==> config.mk <==
export PLATFORM = sky130hd
export DESIGN_NAME = iter_muldiv
export DESIGN_NICKNAME = d
export VERILOG_FILES = /design/src/rtl/muldiv_pkg.sv /design/src/rtl/muldiv_negate.sv /design/src/rtl/iter_muldiv.sv
export SDC_FILE = /design/constraint.sdc
export NUM_CORES = 1
export LEC_CHECK = 0
export CORE_UTILIZATION = 35
export CTS_BUF_LIST = sky130_fd_sc_hd__clkbuf_4
export DETAILED_ROUTE_END_ITERATION = 12
export PLACE_DENSITY = 0.55
export SKIP_CTS_REPAIR_TIMING = 1
export SYNTH_ARGS = -nofsm -noshare
export SYNTH_HDL_FRONTEND = slang
export SYNTH_SLANG_ARGS = --single-unit
==> constraint.sdc <==
create_clock -name clk -period 4.5 [get_ports clk]
set_input_delay 0.9 -clock clk [delete_from_list [all_inputs] [get_ports clk]]
set_output_delay 0.9 -clock clk [all_outputs]
set_load 0.05 [all_outputs]
==> src/rtl/muldiv_pkg.sv <==
// Shared encodings for the iterative multiply/divide unit: op codes (RISC-V funct3 order),
// FSM state codes, the default operand width and small op-decoding helpers.
package muldiv_pkg;

  localparam int MULDIV_WIDTH_DEF = 32;

  typedef logic [2:0] muldiv_op_t;

  localparam muldiv_op_t OP_MUL    = 3'd0;
  localparam muldiv_op_t OP_MULH   = 3'd1;
  localparam muldiv_op_t OP_MULHSU = 3'd2;
  localparam muldiv_op_t OP_MULHU  = 3'd3;
  localparam muldiv_op_t OP_DIV    = 3'd4;
  localparam muldiv_op_t OP_DIVU   = 3'd5;
  localparam muldiv_op_t OP_REM    = 3'd6;
  localparam muldiv_op_t OP_REMU   = 3'd7;

  localparam logic [1:0] ST_IDLE = 2'd0;
  localparam logic [1:0] ST_CALC = 2'd1;
  localparam logic [1:0] ST_FIX  = 2'd2;
  localparam logic [1:0] ST_DONE = 2'd3;

  function automatic logic op_is_mul(input muldiv_op_t op);
    return ~op[2];
  endfunction

  function automatic logic op_a_signed(input muldiv_op_t op);
    return (op == OP_MULH) || (op == OP_MULHSU) || (op == OP_DIV) || (op == OP_REM);
  endfunction

  function automatic logic op_b_signed(input muldiv_op_t op);
    return (op == OP_MULH) || (op == OP_DIV) || (op == OP_REM);
  endfunction

endpackage

==> src/rtl/muldiv_negate.sv <==
// Conditional two's complement: dout = neg ? -din : din.
module muldiv_negate
  import muldiv_pkg::*;
#(
  parameter int WIDTH = MULDIV_WIDTH_DEF
) (
  input  logic [WIDTH-1:0] din,
  input  logic             neg,
  output logic [WIDTH-1:0] dout
);

  assign dout = neg ? (~din + WIDTH'(1)) : din;

endmodule

==> src/rtl/iter_muldiv.sv <==
// Iterative RISC-V M-extension unit: shift-add multiply and restoring divide, one bit per cycle.
// Optional macro ITER_MULDIV_EARLY_OUT_EN: zero-operand requests bypass CALC/FIX straight to DONE.
//
// state   | meaning
// IDLE    | waiting for a request, in_ready high
// CALC    | WIDTH iterations on operand magnitudes
// FIX     | sign correction and result select
// DONE    | result held on out_valid until out_ready
module iter_muldiv
  import muldiv_pkg::*;
#(
  parameter int WIDTH = MULDIV_WIDTH_DEF,
  parameter int CNT_W = $clog2(WIDTH)
) (
  input  logic             clk,
  input  logic             rst_n,
  input  logic             in_valid,
  output logic             in_ready,
  input  logic [2:0]       op,
  input  logic [WIDTH-1:0] in_a,
  input  logic [WIDTH-1:0] in_b,
  input  logic             flush,
  output logic             out_valid,
  input  logic             out_ready,
  output logic [WIDTH-1:0] result
);

  logic [1:0]       state_q, state_d;
  logic [CNT_W-1:0] cnt_q, cnt_d;
  logic [2:0]       op_q, op_d;
  logic [WIDTH-1:0] a_q, a_d;
  logic [WIDTH-1:0] b_q, b_d;
  logic [WIDTH-1:0] hi_q, hi_d;
  logic [WIDTH-1:0] lo_q, lo_d;
  logic [WIDTH-1:0] res_q, res_d;
  logic             sa_q, sa_d;
  logic             sb_q, sb_d;
  logic             dz_q, dz_d;

  logic             accept;
  logic             in_mul, in_sa, in_sb;
  logic [WIDTH-1:0] a_mag, b_mag;

  assign in_ready  = (state_q == ST_IDLE);
  assign out_valid = (state_q == ST_DONE);
  assign result    = res_q;
  assign accept    = in_valid & in_ready & ~flush;

  assign in_mul = op_is_mul(op);
  assign in_sa  = op_a_signed(op) & in_a[WIDTH-1];
  assign in_sb  = op_b_signed(op) & in_b[WIDTH-1];

  muldiv_negate #(.WIDTH(WIDTH)) u_neg_a (.din(in_a), .neg(in_sa), .dout(a_mag));
  muldiv_negate #(.WIDTH(WIDTH)) u_neg_b (.din(in_b), .neg(in_sb), .dout(b_mag));

  logic             early_hit;
  logic [WIDTH-1:0] early_res;

`ifdef ITER_MULDIV_EARLY_OUT_EN
  assign early_hit = (in_b == '0) | (in_mul & (in_a == '0));
`else
  assign early_hit = 1'b0;
`endif

  // Early results: any product with a zero operand is 0; otherwise it is a divide by zero.
  always_comb begin
    early_res = '0;
    if (!in_mul) begin
      if ((op == OP_DIV) || (op == OP_DIVU)) early_res = '1;
      else                                   early_res = in_a;
    end
  end

  logic [WIDTH:0] sum, shifted, diff;

  assign sum     = {1'b0, hi_q} + (lo_q[0] ? {1'b0, b_q} : '0);
  assign shifted = {hi_q, lo_q[WIDTH-1]};
  assign diff    = shifted - {1'b0, b_q};

  logic             is_mul_q, res_neg;
  logic [WIDTH-1:0] lo_fix, hi_neg, hi_fix;

  assign is_mul_q = op_is_mul(op_q);
  assign res_neg  = sa_q ^ sb_q;

  // Negating the 2W-bit product per half: the high half only takes the +1 carry when lo is 0.
  muldiv_negate #(.WIDTH(WIDTH)) u_neg_lo (.din(lo_q), .neg(res_neg), .dout(lo_fix));
  muldiv_negate #(.WIDTH(WIDTH)) u_neg_hi (
    .din (hi_q),
    .neg (is_mul_q ? (res_neg & (lo_q == '0)) : sa_q),
    .dout(hi_neg)
  );
  assign hi_fix = (is_mul_q & res_neg & (lo_q != '0)) ? ~hi_q : hi_neg;

  always_comb begin
    state_d = state_q;
    cnt_d   = cnt_q;
    op_d    = op_q;
    a_d     = a_q;
    b_d     = b_q;
    hi_d    = hi_q;
    lo_d    = lo_q;
    res_d   = res_q;
    sa_d    = sa_q;
    sb_d    = sb_q;
    dz_d    = dz_q;
    case (state_q)
      ST_IDLE: begin
        if (accept) begin
          op_d  = op;
          a_d   = in_a;
          b_d   = b_mag;
          hi_d  = '0;
          lo_d  = a_mag;
          sa_d  = in_sa;
          sb_d  = in_sb;
          dz_d  = (in_b == '0);
          cnt_d = CNT_W'(WIDTH - 1);
          if (early_hit) begin
            res_d   = early_res;
            state_d = ST_DONE;
          end else begin
            state_d = ST_CALC;
          end
        end
      end
      ST_CALC: begin
        if (is_mul_q) begin
          hi_d = sum[WIDTH:1];
          lo_d = {sum[0], lo_q[WIDTH-1:1]};
        end else if (!diff[WIDTH]) begin
          hi_d = diff[WIDTH-1:0];
          lo_d = {lo_q[WIDTH-2:0], 1'b1};
        end else begin
          hi_d = shifted[WIDTH-1:0];
          lo_d = {lo_q[WIDTH-2:0], 1'b0};
        end
        if (cnt_q == '0) state_d = ST_FIX;
        else             cnt_d   = cnt_q - CNT_W'(1);
      end
      ST_FIX: begin
        case (op_q)
          OP_MUL:                       res_d = lo_fix;
          OP_MULH, OP_MULHSU, OP_MULHU: res_d = hi_fix;
          OP_DIV, OP_DIVU:              res_d = dz_q ? '1 : lo_fix;
          default:                      res_d = dz_q ? a_q : hi_fix;
        endcase
        state_d = ST_DONE;
      end
      ST_DONE: begin
        if (out_ready) state_d = ST_IDLE;
      end
      default: state_d = ST_IDLE;
    endcase
    if (flush) state_d = ST_IDLE;
  end

  always_ff @(posedge clk or negedge rst_n) begin
    if (!rst_n) begin
      state_q <= ST_IDLE;
      cnt_q   <= '0;
      op_q    <= '0;
      a_q     <= '0;
      b_q     <= '0;
      hi_q    <= '0;
      lo_q    <= '0;
      res_q   <= '0;
      sa_q    <= 1'b0;
      sb_q    <= 1'b0;
      dz_q    <= 1'b0;
    end else begin
      state_q <= state_d;
      cnt_q   <= cnt_d;
      op_q    <= op_d;
      a_q     <= a_d;
      b_q     <= b_d;
      hi_q    <= hi_d;
      lo_q    <= lo_d;
      res_q   <= res_d;
      sa_q    <= sa_d;
      sb_q    <= sb_d;
      dz_q    <= dz_d;
    end
  end

endmodule

[Word level (Yosys, flattened, before mapping)]
Cells that the tools add are included.
W data, S select, Z words.
Word-level totals
  logic and storage cells: 93
  input bits: 72
  register bits after elaboration: 173
Cells by class
  reduce and logical (&&, ||, !) cells: 18
  eq/ne operators: 17
  bitwise gates (word level): 14
  add/subtract/negate cells: 7
  mux-type cells: 26
Operators by type and width (count)
  $mux W32: 13
  $add A32 B1 Y32 const B: 4
  $not A32 Y32: 4
  $pmux W32 S2: 2
  $pmux W32 S3: 1
  $logic_not A32 Y1: 2
  $add A32 B32 Y33: 1
  $sub A33 B32 Y33: 1
  $reduce_bool A32 Y1: 1
  $eq A3 B3 Y1 const B: 4
  $mux W5: 2
  $pmux W5 S2: 1
  $eq A3 B2 Y1 const B: 3
  $mux W2: 4
  $pmux W2 S4: 1
  $and A1 B1 Y1: 7
  $eq A3 B1 Y1 const B: 2
  $reduce_and A3 Y1: 2
  $logic_not A5 Y1: 1
  $logic_or A1 B1 Y1: 5
  $sub A5 B1 Y5 const B: 1
  $eq A2 B2 Y1 const B: 2
  $reduce_and A2 Y1: 2
  $logic_not A3 Y1: 1
  other kinds (13): 15

[Depth between registers and ports, before layout]
Gate-level depths: netlist of run 1.
  word-level depth: 8
  depth in mapped cells: 14

[By module]
From an unflattened synthesis of run 1, not the netlist that was laid out.
Second synthesis, totals
  cell total of the unflattened synthesis: 1884
  area total of the unflattened synthesis: 15845.2 um2
Modules (own cells, without submodules)
  iter_muldiv: instances 1, area an instance 12737.2 um2, cells an instance 1488, seq. area each 4329.2 um2
  muldiv_negate: instances 4, area an instance 777.0 um2, cells an instance 99, seq. area each 0.0 um2

[Worst setup path before layout of run 1]
OpenSTA, ideal clock, no wires.
  path type: register -> register
  start point: register lo_q[0]
  end point: register res_q[5] (netlist: result[5])
  data required time: 4.375 ns
  stages on the path, launching flop included: 12
  setup slack: 1.235 ns
  period minus slack after synthesis: 3.265 ns
  arrival: 3.140 ns
  buffers on the path: 1
  cells stage by stage: dfrtp_1 inv_1 clkbuf_1 ha_1 or4b_1 nor4_4 nand4_2 o21ai_1 a21oi_2 xnor2_1 a221o_1 mux2_2
Between the ends
  cells in the longest elaborated chain, start to end: 7
Ends and longest elaborated chain
  start, declared: RTL line iter_muldiv.sv:34  | logic [WIDTH-1:0] lo_q, lo_d;
  start signal, assigned: RTL line iter_muldiv.sv:178  | lo_q <= lo_d;
  branches (longest 6 deep; another with $add A32 B1 Y32)
  $pmux W32 S3 *: RTL line iter_muldiv.sv:142  | case (op_q)
  end signal, assigned: RTL line iter_muldiv.sv:179  | res_q <= res_d;
  end, declared: RTL line iter_muldiv.sv:35  | logic [WIDTH-1:0] res_q, res_d;
Every way passes the cells marked *.
A chain may end at the register's enable or synchronous reset.

[Worst setup path in the final report of run 1]
  start point: register lo_q[31]
  end point: register hi_q[4]
Between the ends
  cells in the longest elaborated chain, start to end: 4
Ends and longest elaborated chain
  $sub A33 B32 Y33: RTL line iter_muldiv.sv:78  | assign diff = shifted - {1'b0, b_q};
  $mux W32: RTL line iter_muldiv.sv:131  | end else if (!diff[WIDTH]) begin
  $mux W32: RTL line iter_muldiv.sv:128  | if (is_mul_q) begin
  $pmux W32 S2: RTL line iter_muldiv.sv:107  | case (state_q)
  end signal, assigned: RTL line iter_muldiv.sv:177  | hi_q <= hi_d;
  end, declared: RTL line iter_muldiv.sv:33  | logic [WIDTH-1:0] hi_q, hi_d;
Every way passes these cells.

==> reports/results.md, run 1 <==
• 828 mW/mm^2 — total power density per cell area
• 105 — port buffer count
• 78 — distinct cell type count of the synthesized netlist
• 106 — I/O Pins
• 4.41 ns — arrival time of data at the critical path endpoint
• 207 um — Die Span Y
• 100% — share of flip-flops with an asynchronous set or reset after synthesis
• 8.05 um^2 — Avg Cell Area, Syn
• nand2_1 — library cell with the highest instance count after synthesis
• 2.40% — met3 usage
• 0 — residual overflow from global routing
• 0.0162 mm^2 — Placement Cell Area
• 0.00970 mm^2 — Multi-input gate area
• 0 — number of synthesized flops with an enable pin
• 36.4% — relative slew slack
• 0.0411 mm^2 — total core area
• 13700 — total number of vias
• compound AO/OA/AOI/OAI gates — Worst path top cell family by delay
• 198 x nand2_1, 173 x dfrtp_1, 173 x o21ai_0 — commonest cells in the netlist
• 0 — Slew Viols, Final
• 19.6 um — wire length per cell
• 2021 — Final #Nets
• 0 — Final Setup Violations
• 1168 — initial drt markers
• 0.00433 mm^2 — Seq. cell area
• 5.08 ns — data required time of the worst path
• 0.42 ns — Max stage delay on crit path
• 0 — max capacitance violation total
• 0.954 ns — worst slew pin tran
• 173 — flip-flop and latch count after synthesis
• a211o_1 — library cell appearing most often on the critical path
• 74 — placement row count
• 1822 — Gate Count Post-Synth
• 2 — worst path bufs/invs
• 6.79% — share of layout cells above drive strength 1
• input port to async pin — Hold Path Class
• 173 — TritonCTS sink count
• 0 — number of design rule violations left after detail routing
• 4260 — fillcell total
• 0 — final count of hold timing violations
• 85.2% — period utilisation layout
• 0.0147 mm^2 — post-synthesis cell area
• false — setup repair after global routing missed its margin
• 0 — Detail Route Antenna Nets
• 0.307 mV — peak supply drop
• 0.903 — final weighted congestion of routability-driven global placement
• 13200 — vias in the first global route
• 0.0428 mm^2 — DIE AREA
• met2 — GRT busiest layer
• 1 — initial antenna violation count
• 17 — total clock buffers created by CTS
• 47500 um — Post-Route WL
• finished clean — result of the run
• 35.7% — initial core utilization
• 1970 — synthesized netlist net count
• 35900 um — Detail Placement HPWL
• dfrtp_1 29%, ha_1 6.3%, xor2_1 6.2% — dominant cells by area after synthesis
• dfrtp_1 — Synth area leader
• 0.18 ns — clock-pin transition on the worst setup and hold timing paths
• 3.83 ns — Final min period
• 35.8% — M2 GR Usage
• flip-flop to flip-flop — CP Class
• 0 ns — setup TNS after final layout
• 0.261 GHz — fmax
• 89 — pin count of the biggest net entering global routing
• 0.0361 ns — Clock Skew
• 0 — number of warning messages in the yosys log
• inv_1 > ha_1 > fa_1 > nor2b_1 > o31a_1 > o211ai_1 > a211o_1 > a211o_1 > a221oi_4 > buf_12 > mux2_2 > a21oi_1 > nor2_1 — cell-by-cell listing of the critical path
• 2 — clock tree buffer depth
• 7.17 nW — reported leakage power
• 29.5% — area share of the largest cell type after synthesis
• 4 — number of H-tree levels
• 7 — number of detailed-route iterations in the first pass
• 12.5% — layout overhead on the synthesized area
• dfrtp_1 — Post-synth top flop
• dfrtp_1 — CP max-delay cell
• 29.5% — proportion of synthesized chip area in sequential cells
• 74800 um — first-pass GRT wire length
• 41 — biggest fanout along the worst timing path
• 207 um — Die X
• 40.2% — utilization after layout
• clkbuf_4 — Root Driver
• 0.66 ns — source-to-sink clock delay at the later pin of the worst-skew pair
• flip-flop — Startpoint Class
• flip-flop — type of destination of the critical path
• yes — clock tree from TritonCTS
• 32.2% — routing usage on met1
• 22.5% — aggregate global-route resource usage
• 0.0165 mm^2 — final standard cell area without fillers
• 5.66 — vias per cell
## worst reg2reg max path, stage by stage (launching register included)
cell	delay [ns]
dfrtp_1	0.42
inv_1	0.16
ha_1	0.25
fa_1	0.41
nor2b_1	0.18
o31a_1	0.24
o211ai_1	0.22
a211o_1	0.35
a211o_1	0.30
a221oi_4	0.30
buf_12	0.28
mux2_2	0.42
a21oi_1	0.14
nor2_1	0.06
## path summary, 6_finish.rpt
kind	startpoint	to	slack, ns	cells past startpoint
hold reg to reg	b_q[20]	b_q[20]	0.50	2
setup reg to reg	lo_q[31]	hi_q[4]	0.67	13
hold / removal	rst_n	lo_q[11]	0.28	1
max in group asynchronous	rst_n	b_q[2]	3.32	2
min in group clk	b_q[20]	b_q[20]	0.50	2
setup / recovery	lo_q[31]	hi_q[4]	0.67	13
## area by class of cell
type	instances	area share (%)
clock buffers	18	0.818
inverters	66	1.50
repair buffers	131	7.71
multi-input cells	1484	58.7
clock inverters	14	0.940
diodes	2	0.0303
flip-flops and latches	173	26.2
well taps	532	4.03
## flip-flops by register name, summed over array words and instances (netlist names)
register	cells
sa_q	1
sb_q	1
b_q	32
state_q	2
a_q	32
result	32
dz_q	1
hi_q	32
lo_q	32
cnt_q	5
op_q	3
## per-stage QoR
| step | power (mW) | setup WS [ns] | hold WS (ns) | instances |
|---|---|---|---|---|
| floorplan | 9.97 | 1.24 | 0.441 | 1822 |
| global placement | 12.6 | 0.647 | 0.462 | 2386 |
| detailed placement | 12.6 | 0.633 | 0.471 | 2386 |
| CTS | 13.6 | 0.656 | 0.253 | 2418 |
| global route | 14.8 | 0.422 | 0.278 | 2420 |
| finish | 13.7 | 0.666 | 0.283 | 2420 |
## layer usage
metal	up-vias	wire length, um
li1	6682	-
met1	6577	23100
met2	393	21300
met3	55	2260
met4	0	842
met5	-	0
## layout by cell type, fill, tap and decap left out, drive strengths merged, types with 33 or more instances in the layout
cell type / n
o21ai: 206
nand2: 200
clkdlybuf4s50: 104
a21oi: 153
a21o: 40
nor3: 33
nor2: 166
dfrtp: 173
inv: 72
mux2: 37
ha: 74
mux2i: 51
xnor2: 69
xor2: 104
## kinds of logic (layout without fill, tap and decap cells)
| group | Yosys count | count (layout) | share of synthesized area, % |
|---|---|---|---|
| xor gates and xnor gates | 173 | 173 | 10.3 |
| DFF | 173 | 173 | 29.5 |
| buffers and inverters | 165 | 229 | 4.54 |
| and+or+nand+nor | 560 | 560 | 18.0 |
| adders and majority gates | 76 | 76 | 6.58 |
| other | 0 | 2 | 0 |
| AOI/OAI and AO/OA | 587 | 587 | 24.7 |
| muxes | 88 | 88 | 6.32 |
## power breakdown
part	internal (mW)	switching (mW)	total, mW
registers	2.28	1.02	3.30
clock network	0.304	0.680	0.984
logic	3.64	5.74	9.39
(Power assumes the default switching activity.)
==> inputs of run 2 (changes only) <==
--- a/config.mk
+++ b/config.mk
@@ -7,6 +7,7 @@
 export LEC_CHECK = 0
 export CORE_UTILIZATION = 35
 export CTS_BUF_LIST = sky130_fd_sc_hd__clkbuf_4
+export CTS_CLUSTER_SIZE = 12
 export DETAILED_ROUTE_END_ITERATION = 12
 export PLACE_DENSITY = 0.55
 export SKIP_CTS_REPAIR_TIMING = 1
==> results of run 2 <==
No change in the layout: final DEF, timing and power equal those of run 1.
==> inputs of run 3 (changes only) <==
--- a/config.mk
+++ b/config.mk
@@ -5,6 +5,7 @@
 export SDC_FILE = /design/constraint.sdc
 export NUM_CORES = 1
 export LEC_CHECK = 0
+export CORE_ASPECT_RATIO = 0.75
 export CORE_UTILIZATION = 35
 export CTS_BUF_LIST = sky130_fd_sc_hd__clkbuf_4
 export CTS_CLUSTER_SIZE = 12
==> run 3 against run 2 <==
Via count rose by 1.1%. Critical path depth did not move. Clock skew fell by 0.0057 ns. Maximum frequency fell by 2.8%. Register-to-register slack got worse by 0.11 ns. Critical path type unchanged. Largest cell class unchanged. Highest routed layer is now met5.
==> reports/results.md, run 3 (same netlist as run 1, synthesis figures left out) <==
• hi_q[28] — destination of the critical timing path
• 0.253 GHz — fmax, -2.8%
• 6.38 mW — internal power of the cells, +2.5%
• finished clean — result of the run
• 17 — total clock buffers created by CTS, unchanged
• false — setup repair after global routing missed its margin
• 23.0% — aggregate global-route resource usage, +0.55 points
• 48000 um — Post-Route WL, +1.1%
• 4.49 ns — arrival time of data at the critical path endpoint, +0.08 ns
• 19.6 um — wire length per cell, about the same
• 76500 um — first-pass GRT wire length, +2.2%
• flip-flop — type of destination of the critical path
• 0.901 — final weighted congestion of routability-driven global placement, -0.21%
• 12.9% — layout overhead on the synthesized area
• 2 — clock tree buffer depth, unchanged
• 105 — port buffer count, unchanged
• 0.962 ns — worst slew pin tran, +0.00870 ns
• 1 — initial antenna violation count, unchanged
• 7.7% — clock network fraction of design power, +0.5 points
• flip-flop to flip-flop — CP Class
• 198 x nand2_1, 173 x o21ai_0, 172 x dfrtp_1 — commonest non-fill, non-tap cells in the layout
• 31 — biggest fanout along the worst timing path, -24%
• 6.79% — share of layout cells above drive strength 1, unchanged
• lo_q[0] — critical path launch point
• 0.560 mV — peak supply drop, +82%
• 6 — number of detailed-route iterations in the first pass, -1
• yes — clock tree from TritonCTS
• 64 — placement row count, -14%
• 2023 — Final #Nets, +0.099%
• 53.9% — switching share of power, -0.58 points
• nand2_1 — most common library cell in the layout ignoring fill and taps
• hi_q[28] — capture instance of the worst register-to-register path
• 238 um — Die X, +15%
• 69.1% — combinational power share, +0.4 points
• 179 um — Die Span Y, -13%
• 5.05 ns — data required time of the worst path, -0.03 ns
• 106 — I/O Pins, unchanged
• 0.55 ns — Register-to-Register Setup Slack, -0.11 ns
• 87.7% — period utilisation layout, +2.5 points
• 35.7% — initial core utilization, about the same
• 173 — TritonCTS sink count, unchanged
• 0 ns — setup TNS after final layout, unchanged
• 834 mW/mm^2 — total power density per cell area, +0.82%
• 0 — Detail Route Antenna Nets, unchanged
• 0 — Slew Viols, Final, unchanged
• 36200 um — Detail Placement HPWL, +1.0%
• 0 — number of design rule violations left after detail routing, unchanged
• 35.9% — relative slew slack, -0.58 points
• 7.45 mW — switching component of the power, +0.12%
• 0 — Final Setup Violations, unchanged
• 1321 — initial drt markers, +13%
• 13100 — vias in the first global route, -0.69%
• clkbuf_4 — Root Driver
• 0.0428 mm^2 — DIE AREA, about the same
• 0.315 ns — Final Hold Slack, +0.0319 ns
• 13 — number of cell instances on the worst register-to-register path, unchanged
• flip-flop — Startpoint Class
• 7.19 nW — reported leakage power, +0.29%
• 40.3% — utilization after layout, +0.18 points
• 0.555 ns — slack of the critical path, -0.111 ns
• 90 — pin count of the biggest net entering global routing, +1.1%
• 0.0305 ns — Clock Skew, -0.00565 ns
• input port to async pin — Hold Path Class
• 0.441 ns — worst setup slack before clock tree synthesis, -0.193 ns
• 2448 — count of non-filler cells in the finished layout, +1.2%
• 0 — residual overflow from global routing, unchanged
• 0.16 ns — clock-pin transition on the worst setup and hold timing paths, -0.02 ns
• 3.95 ns — Final min period, +0.111 ns
• 0 — final count of hold timing violations, unchanged
• 2417 — Post-Place Cells, +1.3%
• 5.66 — vias per cell, about the same
• 0.65 ns — source-to-sink clock delay at the later pin of the worst-skew pair, about the same
• 0.0411 mm^2 — total core area, about the same
• 13900 — total number of vias, +1.1%
• 4 — number of H-tree levels, unchanged
• 0 — max capacitance violation total, unchanged
• lo_q[0] — RR Startpoint
• 23.2% — fraction of power consumed by sequential logic, -0.9 points
run 3: changes by cell type in the layout (fill, tap and decap cells not counted), sizes merged:
cell	change
buf	+2
inv	-3
clkinvlp	-1
bufinv	+3
diode	-1
clkbuf	-1
run 3: power by group through the flow:
stage | Combinational (mW) | Clock [mW] | Sequential [mW]
3_5_place_dp | 9.39 | 0 | 3.23
3_3_place_gp | 9.35 | 0 | 3.22
6_report | 9.55 | 1.07 | 3.21
5_1_grt | 10.5 | 1.16 | 3.32
4_1_cts | 9.46 | 1.10 | 3.20
2_1_floorplan | 6.65 | 0 | 3.33
run 3: worst min-delay path by stage:
stage                       from   endpoint  cells past startpoint
after floorplan           a_q[1]     a_q[1]                      2
after global placement    a_q[1]     a_q[1]                      2
after detailed placement  a_q[1]     a_q[1]                      2
after CTS                  rst_n  result[8]                      1
after global routing       rst_n     a_q[8]                      1
final                      rst_n     a_q[8]                      1
run 3: routing by layer:
layer / vias up / part of all wire [%] / track usage [%]
met1: 6691 / 50 / 34.2
met4: 2 / 1.7 / 5.45
li1: 6681 / - / -
met5: - / 0.17 / 1.35
met2: 436 / 42 / 34.7
met3: 44 / 6.0 / 3.57
run 3: area by class of cell:
type                    instances  area, um^2
fillers                      4173       24500
well taps                     561         702
repair buffers                133        1270
clock inverters                13         189
clock buffers                  17         128
inverters                      66         248
multi-input cells            1484        9700
diodes                          1        2.50
flip-flops and latches        173        4330
run 3: through the flow:
stage	total power, mW	area [um^2]
floorplan	9.97	14700
global placement	12.6	16300
detailed placement	12.6	16300
CTS	13.8	16600
global route	15.0	16600
finish	13.8	16600
run 3: critical path, cell delays in order (launching register included):
cell and delay [ns]:
dfrtp_1 0.51, inv_1 0.12, buf_4 0.34, nor2_1 0.10
ha_1 0.35, a21o_1 0.20, o21bai_1 0.21, o2111ai_1 0.46
a21oi_1 0.28, o41ai_1 0.57, a21oi_1 0.18, a31oi_1 0.27
mux2i_1 0.21, a21oi_1 0.05
